$ cat src/rtl/debug_pkg.sv
`default_nettype none
// debug_pkg: shared types, constants and the hex-to-segment decoder for the debug viewer.
package debug_pkg;

  typedef enum logic [1:0] {
    REG = 2'b00,
    MEM = 2'b01,
    PC  = 2'b10
  } mode_t;

  typedef enum logic [1:0] {
    RUN     = 2'b00,
    SETTLE1 = 2'b01,
    SETTLE2 = 2'b10
  } state_t;

  localparam int NDIGITS   = 8;
  localparam int REG_WRAP  = 32;
  localparam int REG_IDX_W = $clog2(REG_WRAP);

  // Mode 11 is an alias of the register view.
  function automatic logic is_reg_view(input logic [1:0] m);
    return (m == REG) || (m == 2'b11);
  endfunction

  function automatic logic [6:0] hex7seg(input logic [3:0] v);
    logic [6:0] s;
    case (v)
      4'h0: s = 7'h40;
      4'h1: s = 7'h79;
      4'h2: s = 7'h24;
      4'h3: s = 7'h30;
      4'h4: s = 7'h19;
      4'h5: s = 7'h12;
      4'h6: s = 7'h02;
      4'h7: s = 7'h78;
      4'h8: s = 7'h00;
      4'h9: s = 7'h10;
      4'hA: s = 7'h08;
      4'hB: s = 7'h03;
      4'hC: s = 7'h46;
      4'hD: s = 7'h21;
      4'hE: s = 7'h06;
      default: s = 7'h0E;
    endcase
    return s;
  endfunction

endpackage
`default_nettype wire

$ cat src/rtl/reg_display_if.sv
`default_nettype none
// reg_display_if: debug address/data bus between the viewer and the MIPS top level.
interface reg_display_if #(
  parameter int N = 64
);
  logic [4:0]   checkra;
  logic [7:0]   checkma;
  logic [N-1:0] checkr;
  logic [31:0]  checkm;
  logic [7:0]   pclow;

  modport master (
    output checkra,
    output checkma,
    input  checkr,
    input  checkm,
    input  pclow
  );

  modport slave (
    input  checkra,
    input  checkma,
    output checkr,
    output checkm,
    output pclow
  );
endinterface
`default_nettype wire

$ cat src/rtl/seg_scanner.sv
`default_nettype none
// seg_scanner: digit-slot divider and registered multiplexed seven-segment driver.
module seg_scanner
  import debug_pkg::*;
#(
  parameter int DIV = 100000
) (
  input  logic               clk,
  input  logic               reset,
  input  logic [31:0]        snap,
  input  logic               dp_en,
  output logic               frame_tick,
  output logic [NDIGITS-1:0] an,
  output logic [6:0]         seg,
  output logic               dp
);

  localparam int DIV_W   = $clog2(DIV);
  localparam int DIGIT_W = $clog2(NDIGITS);

  logic [DIV_W-1:0]   div;
  logic [DIGIT_W-1:0] digit;
  logic               tick;
  logic               last_digit;

  assign tick       = (div == DIV_W'(DIV - 1));
  assign last_digit = (digit == DIGIT_W'(NDIGITS - 1));
  assign frame_tick = tick && last_digit;

  always_ff @(posedge clk) begin
    if (reset) begin
      div   <= '0;
      digit <= '0;
      an    <= '1;
      seg   <= 7'h7F;
      dp    <= 1'b1;
    end else begin
      div <= tick ? '0 : div + DIV_W'(1);
      // NDIGITS is a power of two, so the digit counter wraps naturally.
      if (tick) digit <= digit + DIGIT_W'(1);
      an  <= ~(NDIGITS'(1) << digit);
      seg <= hex7seg(snap[4*digit +: 4]);
      dp  <= ~(dp_en && last_digit);
    end
  end

endmodule
`default_nettype wire

$ cat src/rtl/reg_display.sv
`default_nettype none
// reg_display: debug index stepping, settle FSM and tear-free snapshot feeding the
// seven-segment scanner.
module reg_display
  import debug_pkg::*;
#(
  parameter int N   = 64,
  parameter int DIV = 100000
) (
  input  logic                 clk,
  input  logic                 reset,
  input  logic [1:0]           mode,
  input  logic                 half,
  input  logic                 step_next,
  input  logic                 step_prev,
  reg_display_if.master        dbg,
  output logic [NDIGITS-1:0]   an,
  output logic [6:0]           seg,
  output logic                 dp
);

  state_t       state, state_next;
  logic [7:0]   idx, idx_next;
  logic [1:0]   mode_q;
  logic         half_q;
  logic [31:0]  snap, src;
  logic [N-1:0] checkr_w;
  logic         reg_view, reg_view_q;
  logic         do_next, do_prev, change;
  logic         frame_tick, load_snap;

  assign checkr_w   = dbg.checkr;
  assign reg_view   = is_reg_view(mode);
  assign reg_view_q = is_reg_view(mode_q);
  // Simultaneous pulses cancel and are not treated as a step.
  assign do_next    = step_next && !step_prev;
  assign do_prev    = step_prev && !step_next;
  assign change     = do_next || do_prev || (mode != mode_q) || (half != half_q);

  always_comb begin
    idx_next = idx;
    if (reg_view && !reg_view_q) idx_next[7:REG_IDX_W] = '0;
    if (do_next) begin
      if (reg_view) idx_next[REG_IDX_W-1:0] = idx_next[REG_IDX_W-1:0] + REG_IDX_W'(1);
      else          idx_next = idx_next + 8'd1;
    end else if (do_prev) begin
      if (reg_view) idx_next[REG_IDX_W-1:0] = idx_next[REG_IDX_W-1:0] - REG_IDX_W'(1);
      else          idx_next = idx_next - 8'd1;
    end
  end

  always_comb begin
    src = checkr_w[31:0];
    case (mode)
      MEM:     src = dbg.checkm;
      PC:      src = {24'b0, dbg.pclow};
      default: src = half ? checkr_w[63:32] : checkr_w[31:0];
    endcase
  end

  // A change in any state restarts the settle window; the reload at SETTLE2
  // gives the combinational checkr path a full cycle on the new address.
  always_comb begin
    state_next = state;
    load_snap  = 1'b0;
    if (change) begin
      state_next = SETTLE1;
    end else begin
      case (state)
        RUN:     load_snap = frame_tick;
        SETTLE1: state_next = SETTLE2;
        SETTLE2: begin
          state_next = RUN;
          load_snap  = 1'b1;
        end
        default: state_next = RUN;
      endcase
    end
  end

  always_ff @(posedge clk) begin
    if (reset) begin
      state       <= RUN;
      idx         <= '0;
      dbg.checkra <= '0;
      dbg.checkma <= '0;
      snap        <= '0;
      mode_q      <= mode;
      half_q      <= half;
    end else begin
      state       <= state_next;
      idx         <= idx_next;
      dbg.checkra <= idx_next[4:0];
      dbg.checkma <= idx_next;
      mode_q      <= mode;
      half_q      <= half;
      if (load_snap) snap <= src;
    end
  end

  seg_scanner #(
    .DIV (DIV)
  ) u_scanner (
    .clk        (clk),
    .reset      (reset),
    .snap       (snap),
    .dp_en      (reg_view && half),
    .frame_tick (frame_tick),
    .an         (an),
    .seg        (seg),
    .dp         (dp)
  );

endmodule
`default_nettype wire

$ cat src/flat_wrapper.sv
// flat-port wrapper written by rule: the top's interface ports become plain ports
module reg_display_flat import debug_pkg::*;
#(
  parameter int N   = 64,
  parameter int DIV = 100000
)
  (clk, reset, mode, half, step_next, step_prev, an, seg, dp, dbg_checkra, dbg_checkma, dbg_checkr, dbg_checkm, dbg_pclow);
  reg_display_if #(.N(N)) dbg_i ();
  input  logic clk;
  input  logic reset;
  input  logic [1:0] mode;
  input  logic half;
  input  logic step_next;
  input  logic step_prev;
  output logic [NDIGITS-1:0] an;
  output logic [6:0] seg;
  output logic dp;
  output wire logic [$bits(dbg_i.checkra)-1:0] dbg_checkra;
  output wire logic [$bits(dbg_i.checkma)-1:0] dbg_checkma;
  input wire logic [$bits(dbg_i.checkr)-1:0] dbg_checkr;
  input wire logic [$bits(dbg_i.checkm)-1:0] dbg_checkm;
  input wire logic [$bits(dbg_i.pclow)-1:0] dbg_pclow;
  assign dbg_checkra = dbg_i.checkra;
  assign dbg_checkma = dbg_i.checkma;
  assign dbg_i.checkr = dbg_checkr;
  assign dbg_i.checkm = dbg_checkm;
  assign dbg_i.pclow = dbg_pclow;
  reg_display #(.N(N), .DIV(DIV)) u_core (.clk(clk), .reset(reset), .mode(mode), .half(half), .step_next(step_next), .step_prev(step_prev), .dbg(dbg_i), .an(an), .seg(seg), .dp(dp));
endmodule
$ cat config.mk
export PLATFORM = sky130hd
export DESIGN_NAME = reg_display_flat
export DESIGN_NICKNAME = d
export VERILOG_FILES = /design/src/rtl/debug_pkg.sv /design/src/rtl/reg_display_if.sv /design/src/rtl/seg_scanner.sv /design/src/rtl/reg_display.sv /design/src/flat_wrapper.sv
export SDC_FILE = /design/constraint.sdc
export NUM_CORES = 1
export LEC_CHECK = 0
export ABC_AREA = 0
export BUFFER_PORTS_ARGS = -buffer_cell sky130_fd_sc_hd__buf_2
export CAP_MARGIN = 10
export CORE_ASPECT_RATIO = 0.75
export CORE_MARGIN = 10
export CORE_UTILIZATION = 46
export CTS_CLUSTER_DIAMETER = 30
export CTS_CLUSTER_SIZE = 28
export DETAILED_ROUTE_END_ITERATION = 8
export PLACE_DENSITY = 0.83
export SYNTH_ARGS = -nofsm -noshare
export SYNTH_HDL_FRONTEND = slang
export SYNTH_HIERARCHICAL = 1
export SYNTH_SLANG_ARGS = --single-unit
$ cat constraint.sdc
create_clock -name clk -period 3.9 [get_ports clk]
set_input_delay 0.195 -clock clk [delete_from_list [all_inputs] [get_ports clk]]
set_output_delay 0.195 -clock clk [all_outputs]
set_load 0.005 [all_outputs]
======== Word-level counts from Yosys, hierarchy flattened ========
Memories as Yosys holds them, arrays and structs flattened. A register that Yosys moved wholly into a read port is not among the register bits.
Cells that the tools add are included.
word-level totals
  bits in registers ....................... 79
  bits in latches ......................... 0
  memory bits (writable) .................. 0
  ROM bits ................................ 112
  input bits .............................. 111
  output and inout port bits .............. 29
  logic and storage cells ................. 65
  memories ................................ 1
memory list
  name             depth  bits a word  rd ports  clocked after memory_dff  wr ports  RTL line         text
  (no name shown)  16     7            1         1                         0         debug_pkg.sv:28  case (v)
operators by class
  $add $sub $neg .......................... 6
  multiply operators ...................... 0
  div/mod/pow operators ................... 0
  magnitude comparators ................... 0
  eq/ne operators ......................... 11
  shift-type cells ........................ 2
  mux-type cells .......................... 13
  bitwise logic cells ..................... 2
  reduce and logical (&&, ||, !) cells .... 19
operators with widths
  operator                                                               number
  32-bit one-hot mux with 2 select lines                                 1
  32-bit two-way mux                                                     1
  32-bit by 6-bit indexed part select with 4-bit output                  1
  17-bit by 1-bit adder with 17-bit output, second input constant        1
  17-bit equality test, second input constant                            1
  8-bit two-way mux                                                      2
  5-bit two-way mux                                                      2
  3-bit two-way mux                                                      3
  8-bit by 1-bit adder with 8-bit output, second input constant          1
  2-bit equality test, second input constant                             4
  8-bit inverter                                                         1
  1-bit by 3-bit left shift with 8-bit output, first input constant      1
  8-bit by 1-bit subtractor with 8-bit output, second input constant     1
  1-bit logical AND                                                      6
  2-bit zero test                                                        3
  5-bit by 1-bit adder with 5-bit output, second input constant          1
  1-bit logical OR                                                       5
  5-bit by 1-bit subtractor with 5-bit output, second input constant     1
  2-bit by 1-bit equality test with 1-bit output, second input constant  2
  2-bit one-hot mux with 2 select lines                                  1
  2-bit OR reduction                                                     2
  3-bit by 1-bit adder with 3-bit output, second input constant          1
  3-bit equality test, second input constant                             1
  1-bit zero test                                                        3
  other kinds (6)                                                        7

======== Longest topological paths before layout ========
  depth in word-level cells ............... 9
  mapped depth ............................ 10

======== Cells and area by module ========
The synthesis kept the hierarchy.
modules (own cells, without submodules)
  module       times used  cells each  area each (um^2)
  reg_display  1           318         2703.8
  seg_scanner  1           195         1868.0

======== Worst setup path after synthesis ========
OpenSTA, ideal clock, no wires.
  path kind ............................... register to register
  start point ............................. register u_core.u_scanner.div[6]
  end point ............................... register u_core.snap[20]
  arrival ................................. 2.502 ns
  data required time ...................... 3.758 ns
  setup slack ............................. 1.256 ns
  stages on the path, launching flop included .. 10
  buffers on the path ..................... 2
  clock period less this slack ............ 2.644 ns
  cells stage by stage .................... dfxtp_1 -> or4b_1 -> nor4_4 -> and2_1 -> nor2_1 -> or2_2 -> clkbuf_1 -> nor2_1 -> clkbuf_1 -> a311oi_1
between the ends
  longest elaborated chain between the ends .. 4
RTL lines
  item                                   RTL line           text
  from (decl)                            seg_scanner.sv:21  logic [DIV_W-1:0] div;
  from (signal assigned)                 seg_scanner.sv:38  div <= tick ? '0 : div + DIV_W'(1);
  17-bit equality test                   seg_scanner.sv:26  assign tick = (div == DIV_W'(DIV - 1));
  1-bit logical AND                      seg_scanner.sv:28  assign frame_tick = tick && last_digit;
  net u_core.frame_tick                  reg_display.sv:30  logic frame_tick, load_snap;
  1-bit one-hot mux with 2 select lines  reg_display.sv:69  case (state)
  1-bit two-way mux                      reg_display.sv:66  if (change) begin
  to (signal assigned)                   reg_display.sv:97  if (load_snap) snap <= src;
  to (decl)                              reg_display.sv:26  logic [31:0] snap, src;
The timed path passes the listed nets, and every way through them passes these cells.
A chain may end at the register's enable or synchronous reset.

======== Final worst setup path ========
  start point ............................. register u_core.u_scanner.div[6]
  end point ............................... register u_core.snap[19]
The elaborated chain is that of the path after synthesis.

==> impl_table.tex <==
\begin{tabular}{lr}
\hline
Metric & Value \\
\hline
\multicolumn{2}{l}{\textbf{Timing}} \\
\quad Max-slew headroom & between 20 and 25\% \\
\quad Clock skew after layout & between 0.01 and 0.015 ns \\
\quad Final Critical Period & approximately 2.8 ns \\
\quad Post-route fraction of the period consumed by the critical path & a little under three quarters \\
\quad Final Max Slew Viols & 0 \\
\quad Total negative setup slack & 0 ns \\
\quad Final Hold Violating Endpoints & 0 \\
\quad Smallest hold slack & 0.00963 ns \\
\quad Total of endpoints with negative setup slack in the final report & 0 \\
\quad Actual slew at the worst max-slew pin & approximately 1.1 ns \\
\quad Upper clock frequency limit & between 300 and 400 MHz \\
\quad Unrepaired setup endpoints after global routing & false \\
\multicolumn{2}{l}{\textbf{Yosys}} \\
\quad Post-synth ARST share & 0\% \\
\quad Post-Synthesis Cells & between 500 and 600 \\
\quad Netlist area before placement & $\sim$4600 µm² \\
\quad Synthesis Warnings & 6 \\
\quad Distinct cell type count after synthesis & a little under 60 \\
\quad Sequential-to-total area share from yosys stat & 35.5\% \\
\quad Number of flops mapped to enable cells by yosys & 0 \\
\quad Synthesized area divided by synthesized cell count & approximately 8.9 µm² \\
\quad Synthesized Nets & about 640 \\
\quad Number of storage elements in the synthesis netlist & 81 \\
\quad Post-synth top flop & sky130\_fd\_sc\_hd\_\_dfxtp\_1 \\
\multicolumn{2}{l}{\textbf{Floorplanning}} \\
\quad Die Ht & about 110 µm \\
\quad Die Area & 14400 µm² \\
\quad I/O pin count & 140 \\
\quad Horizontal die dimension & around 140 µm \\
\quad Number of placement rows & 31 \\
\quad Core region area & between 9000 and 10000 µm² \\
\quad Initial core utilization & 47.3\% \\
\multicolumn{2}{l}{\textbf{Drt}} \\
\quad Initial drt markers & around 370 \\
\quad Average wire per cell in the routed design & 17.4 µm \\
\quad Vias after detailed routing & approximately 4300 \\
\quad Final Routed Wirelength & between 10000 and 15000 µm \\
\quad DR DRC count & 0 \\
\quad Avg Vias per Cell & 5.59 \\
\quad Count of TritonRoute iterations in the first routing pass & 5 \\
\quad Number of routed nets with antenna violations & 0 \\
\multicolumn{2}{l}{\textbf{Outcome}} \\
\quad Status & finished clean \\
\multicolumn{2}{l}{\textbf{Worst setup path}} \\
\quad Buffer and inverter count on the worst path & 1 \\
\quad CP delay by family, top & simple AND/OR/NAND/NOR gates \\
\quad Worst setup slack for register-to-register paths & 1.12 ns \\
\quad Highest fanout seen on the critical path & 24 \\
\quad Critical path's slowest cell & sky130\_fd\_sc\_hd\_\_or4b\_1 \\
\quad Critical path depth & 8 \\
\quad Category of the worst setup path capture point & flip-flop \\
\quad Data arrival time at the worst-slack endpoint & slightly above 3 ns \\
\quad Data required, critical path & slightly above 4 ns \\
\quad Startpoint of the most critical setup path & u\_core/u\_scanner/div[6]\$\_SDFF\_PP0\_ \\
\quad Critical path launch point type & flip-flop \\
\quad Stage delay of the slowest cell on the critical path & between 0.5 and 0.6 ns \\
\quad List of cells traversed by the critical path & or4b\_1 > nor4\_4 > and2\_1 > nor2\_1 > nor2\_2 > buf\_4 > a21oi\_1 > a311oi\_1 \\
\quad Cell depth of the worst flop-to-flop path & 8 \\
\quad Endpoint of the worst setup timing path & u\_core/snap[19]\$\_SDFFE\_PP0P\_ \\
\quad Endpoint of the lowest-slack register-to-register path & u\_core/snap[19]\$\_SDFFE\_PP0P\_ \\
\quad Origin of the critical flop-to-flop path & u\_core/u\_scanner/div[6]\$\_SDFF\_PP0\_ \\
\quad Worst setup path class & flip-flop to flip-flop \\
\multicolumn{2}{l}{\textbf{Power and ir drop}} \\
\quad Worst IR Drop VDD & roughly 0.23 mV \\
\quad Final Power & around 2 mW \\
\quad Power density normalized to cell area & between 300 and 400 nW/µm² \\
\quad Leakage power figure & $\sim$2.3 nW \\
\multicolumn{2}{l}{\textbf{Global route}} \\
\quad Total global routing track utilization & $\sim$18\% \\
\quad Wire length of the first global-routing pass & about 21000 µm \\
\quad Number of antenna violations at the first check in global routing & 0 \\
\quad Number of global-route vias before repair & roughly 4200 \\
\quad Global route total overflow & 0 \\
\quad Maximum number of pins on one net before global-route repair & between 50 and 60 \\
\multicolumn{2}{l}{\textbf{Clocking}} \\
\quad Number of setup buffers added after CTS & 0 \\
\quad Clock Sink Count & 81 \\
\quad Clk Tree Root Cell & sky130\_fd\_sc\_hd\_\_clkbuf\_16 \\
\quad CTS Buf Count & 9 \\
\quad Clock slew at the register clock pins of the worst setup and hold paths & $\sim$0.06 ns \\
\quad CTS HTree Levels & 3 \\
\quad Clock tree from TritonCTS & done \\
\quad Insertion delay of the later-clocked pin in the worst-skew pair & $\sim$0.35 ns \\
\quad Maximum clock path buffer count & 2 \\
\multicolumn{2}{l}{\textbf{Final layout}} \\
\quad Area growth from synthesis to layout & 22.4\% \\
\quad Commonest non-fill, non-tap cell in the layout & sky130\_fd\_sc\_hd\_\_buf\_2 \\
\quad Highest-count cells in the layout ignoring fill and taps & sky130\_fd\_sc\_hd\_\_buf\_2 (139), sky130\_fd\_sc\_hd\_\_dfxtp\_1 (81), sky130\_fd\_sc\_hd\_\_a21oi\_1 (46) \\
\quad Fraction of final layout cells with drive strength greater than 1 & between 30\% and 40\% \\
\quad Fin util & slightly below 60\% \\
\quad Number of antenna cells inserted & 0 \\
\quad Final-stage net count & $\sim$750 \\
\multicolumn{2}{l}{\textbf{Job}} \\
\quad Max\_cap viols & 0 \\
\multicolumn{2}{l}{\textbf{Placed design}} \\
\quad Placer congestion estimate & 0.858 \\
\quad HPWL after detailed placement & around 10000 µm \\
\quad IO buf count & 139 \\
\multicolumn{2}{l}{\textbf{Hold path}} \\
\quad Hold/Removal Path Class & input port to flip-flop \\
\hline
\end{tabular}
==> cells in the mapped netlist, types with 3 or more instances <==
cell | instances | area share [%]
sky130_fd_sc_hd__a22oi_1 | 16 | 2.6
sky130_fd_sc_hd__nor3_1 | 3 | 0.33
sky130_fd_sc_hd__a311oi_1 | 9 | 1.7
sky130_fd_sc_hd__nand3b_1 | 10 | 1.6
sky130_fd_sc_hd__nand4_1 | 9 | 1.2
sky130_fd_sc_hd__clkbuf_1 | 28 | 2.3
sky130_fd_sc_hd__xnor2_1 | 13 | 2.5
sky130_fd_sc_hd__a21oi_1 | 46 | 5.0
sky130_fd_sc_hd__a211oi_1 | 18 | 3.0
sky130_fd_sc_hd__mux2i_1 | 16 | 3.5
sky130_fd_sc_hd__nand2_1 | 37 | 3.0
sky130_fd_sc_hd__mux2_2 | 28 | 6.9
sky130_fd_sc_hd__dfxtp_1 | 81 | 35
sky130_fd_sc_hd__ha_1 | 19 | 5.2
sky130_fd_sc_hd__nand3_1 | 17 | 1.9
sky130_fd_sc_hd__nor2_1 | 44 | 3.6
sky130_fd_sc_hd__inv_1 | 16 | 1.3
sky130_fd_sc_hd__nor2b_1 | 3 | 0.41
sky130_fd_sc_hd__o221ai_1 | 4 | 0.77
sky130_fd_sc_hd__xor2_1 | 8 | 1.5
sky130_fd_sc_hd__mux4_2 | 6 | 3.0
sky130_fd_sc_hd__o21ai_0 | 18 | 2.0
sky130_fd_sc_hd__buf_4 | 8 | 1.3
sky130_fd_sc_hd__buf_2 | 4 | 0.44
sky130_fd_sc_hd__a221oi_1 | 8 | 1.5
==> power by group <==
part           switching (mW)  internal [mW]
Sequential             0.0153          0.842
Combinational           0.132          0.121
Clock                   0.344          0.580
==> worst min-delay path by stage <==
stage,start,to,slack (ns),cells after the start
6_report,mode[1],u_core/mode_q[1]$_DFF_P_,0.01,1
5_1_grt,mode[1],u_core/mode_q[1]$_DFF_P_,0.01,1
4_1_cts,mode[1],u_core/mode_q[1]$_DFF_P_,0.002,1
3_5_place_dp,mode[0],u_core/mode_q[0]$_DFF_P_,0.36,1
3_3_place_gp,mode[1],u_core/mode_q[1]$_DFF_P_,0.35,1
2_1_floorplan,half,u_core/half_q$_DFF_P_,0.22,0
==> routing by layer <==
layer,global-route usage [%],vias to the layer above,wire (µm)
li1,-,2087,-
met1,21.6,1984,5470
met2,29.8,164,6560
met3,6.07,16,1050
met4,4.68,0,182
met5,0,-,0
==> cells by family after synthesis <==
family                     count (synthesis)  synth area share (%)
and+or+nand+nor                          147                  16.5
AOI/OAI and AO/OA                        134                  19.3
DFF                                       81                  35.5
buffers and inverters                     60                  5.86
muxes                                     51                  13.7
xor gates and xnor gates                  21                  4.02
adders and majority gates                 19                  5.20
==> what timing repair did <==
item | 4_1_cts | 5_1_grt
hold buffers | 1 | 0
gates resized for setup | 0 | 0
endpoints found under the hold margin | 1 | 0
==> metrics by stage <==
step           instances  instance area (µm²)  setup WS [ns]
6_report             761                 5600           1.12
4_1_cts              761                 5600           1.16
3_3_place_gp         744                 5260           1.33
5_1_grt              761                 5600          0.890
3_5_place_dp         744                 5260           1.19
2_1_floorplan        513                 4570           1.26
==> area by class of cell <==
cell class              instances  area (µm²)
repair buffers                143         728
flip-flops and latches         81        1620
multi-input cells             372        2690
fillers                       866        4060
inverters                      17        63.8
clock inverters                 6        90.1
well taps                     132         165
clock buffers                  10         239
==> flip-flops by register name, indices dropped and copies added, names as in the netlist <==
name / cells
u_core/snap: 32
u_core/u_scanner/div: 17
u_core/u_scanner/an: 8
u_core/u_scanner/seg: 7
u_core/dbg.checkra: 4
u_core/idx: 4
u_core/u_scanner/digit: 3
u_core/mode_q: 2
u_core/state: 2
u_core/half_q: 1
u_core/u_scanner/dp: 1
No activity file was read; power rests on OpenSTA's default activity.
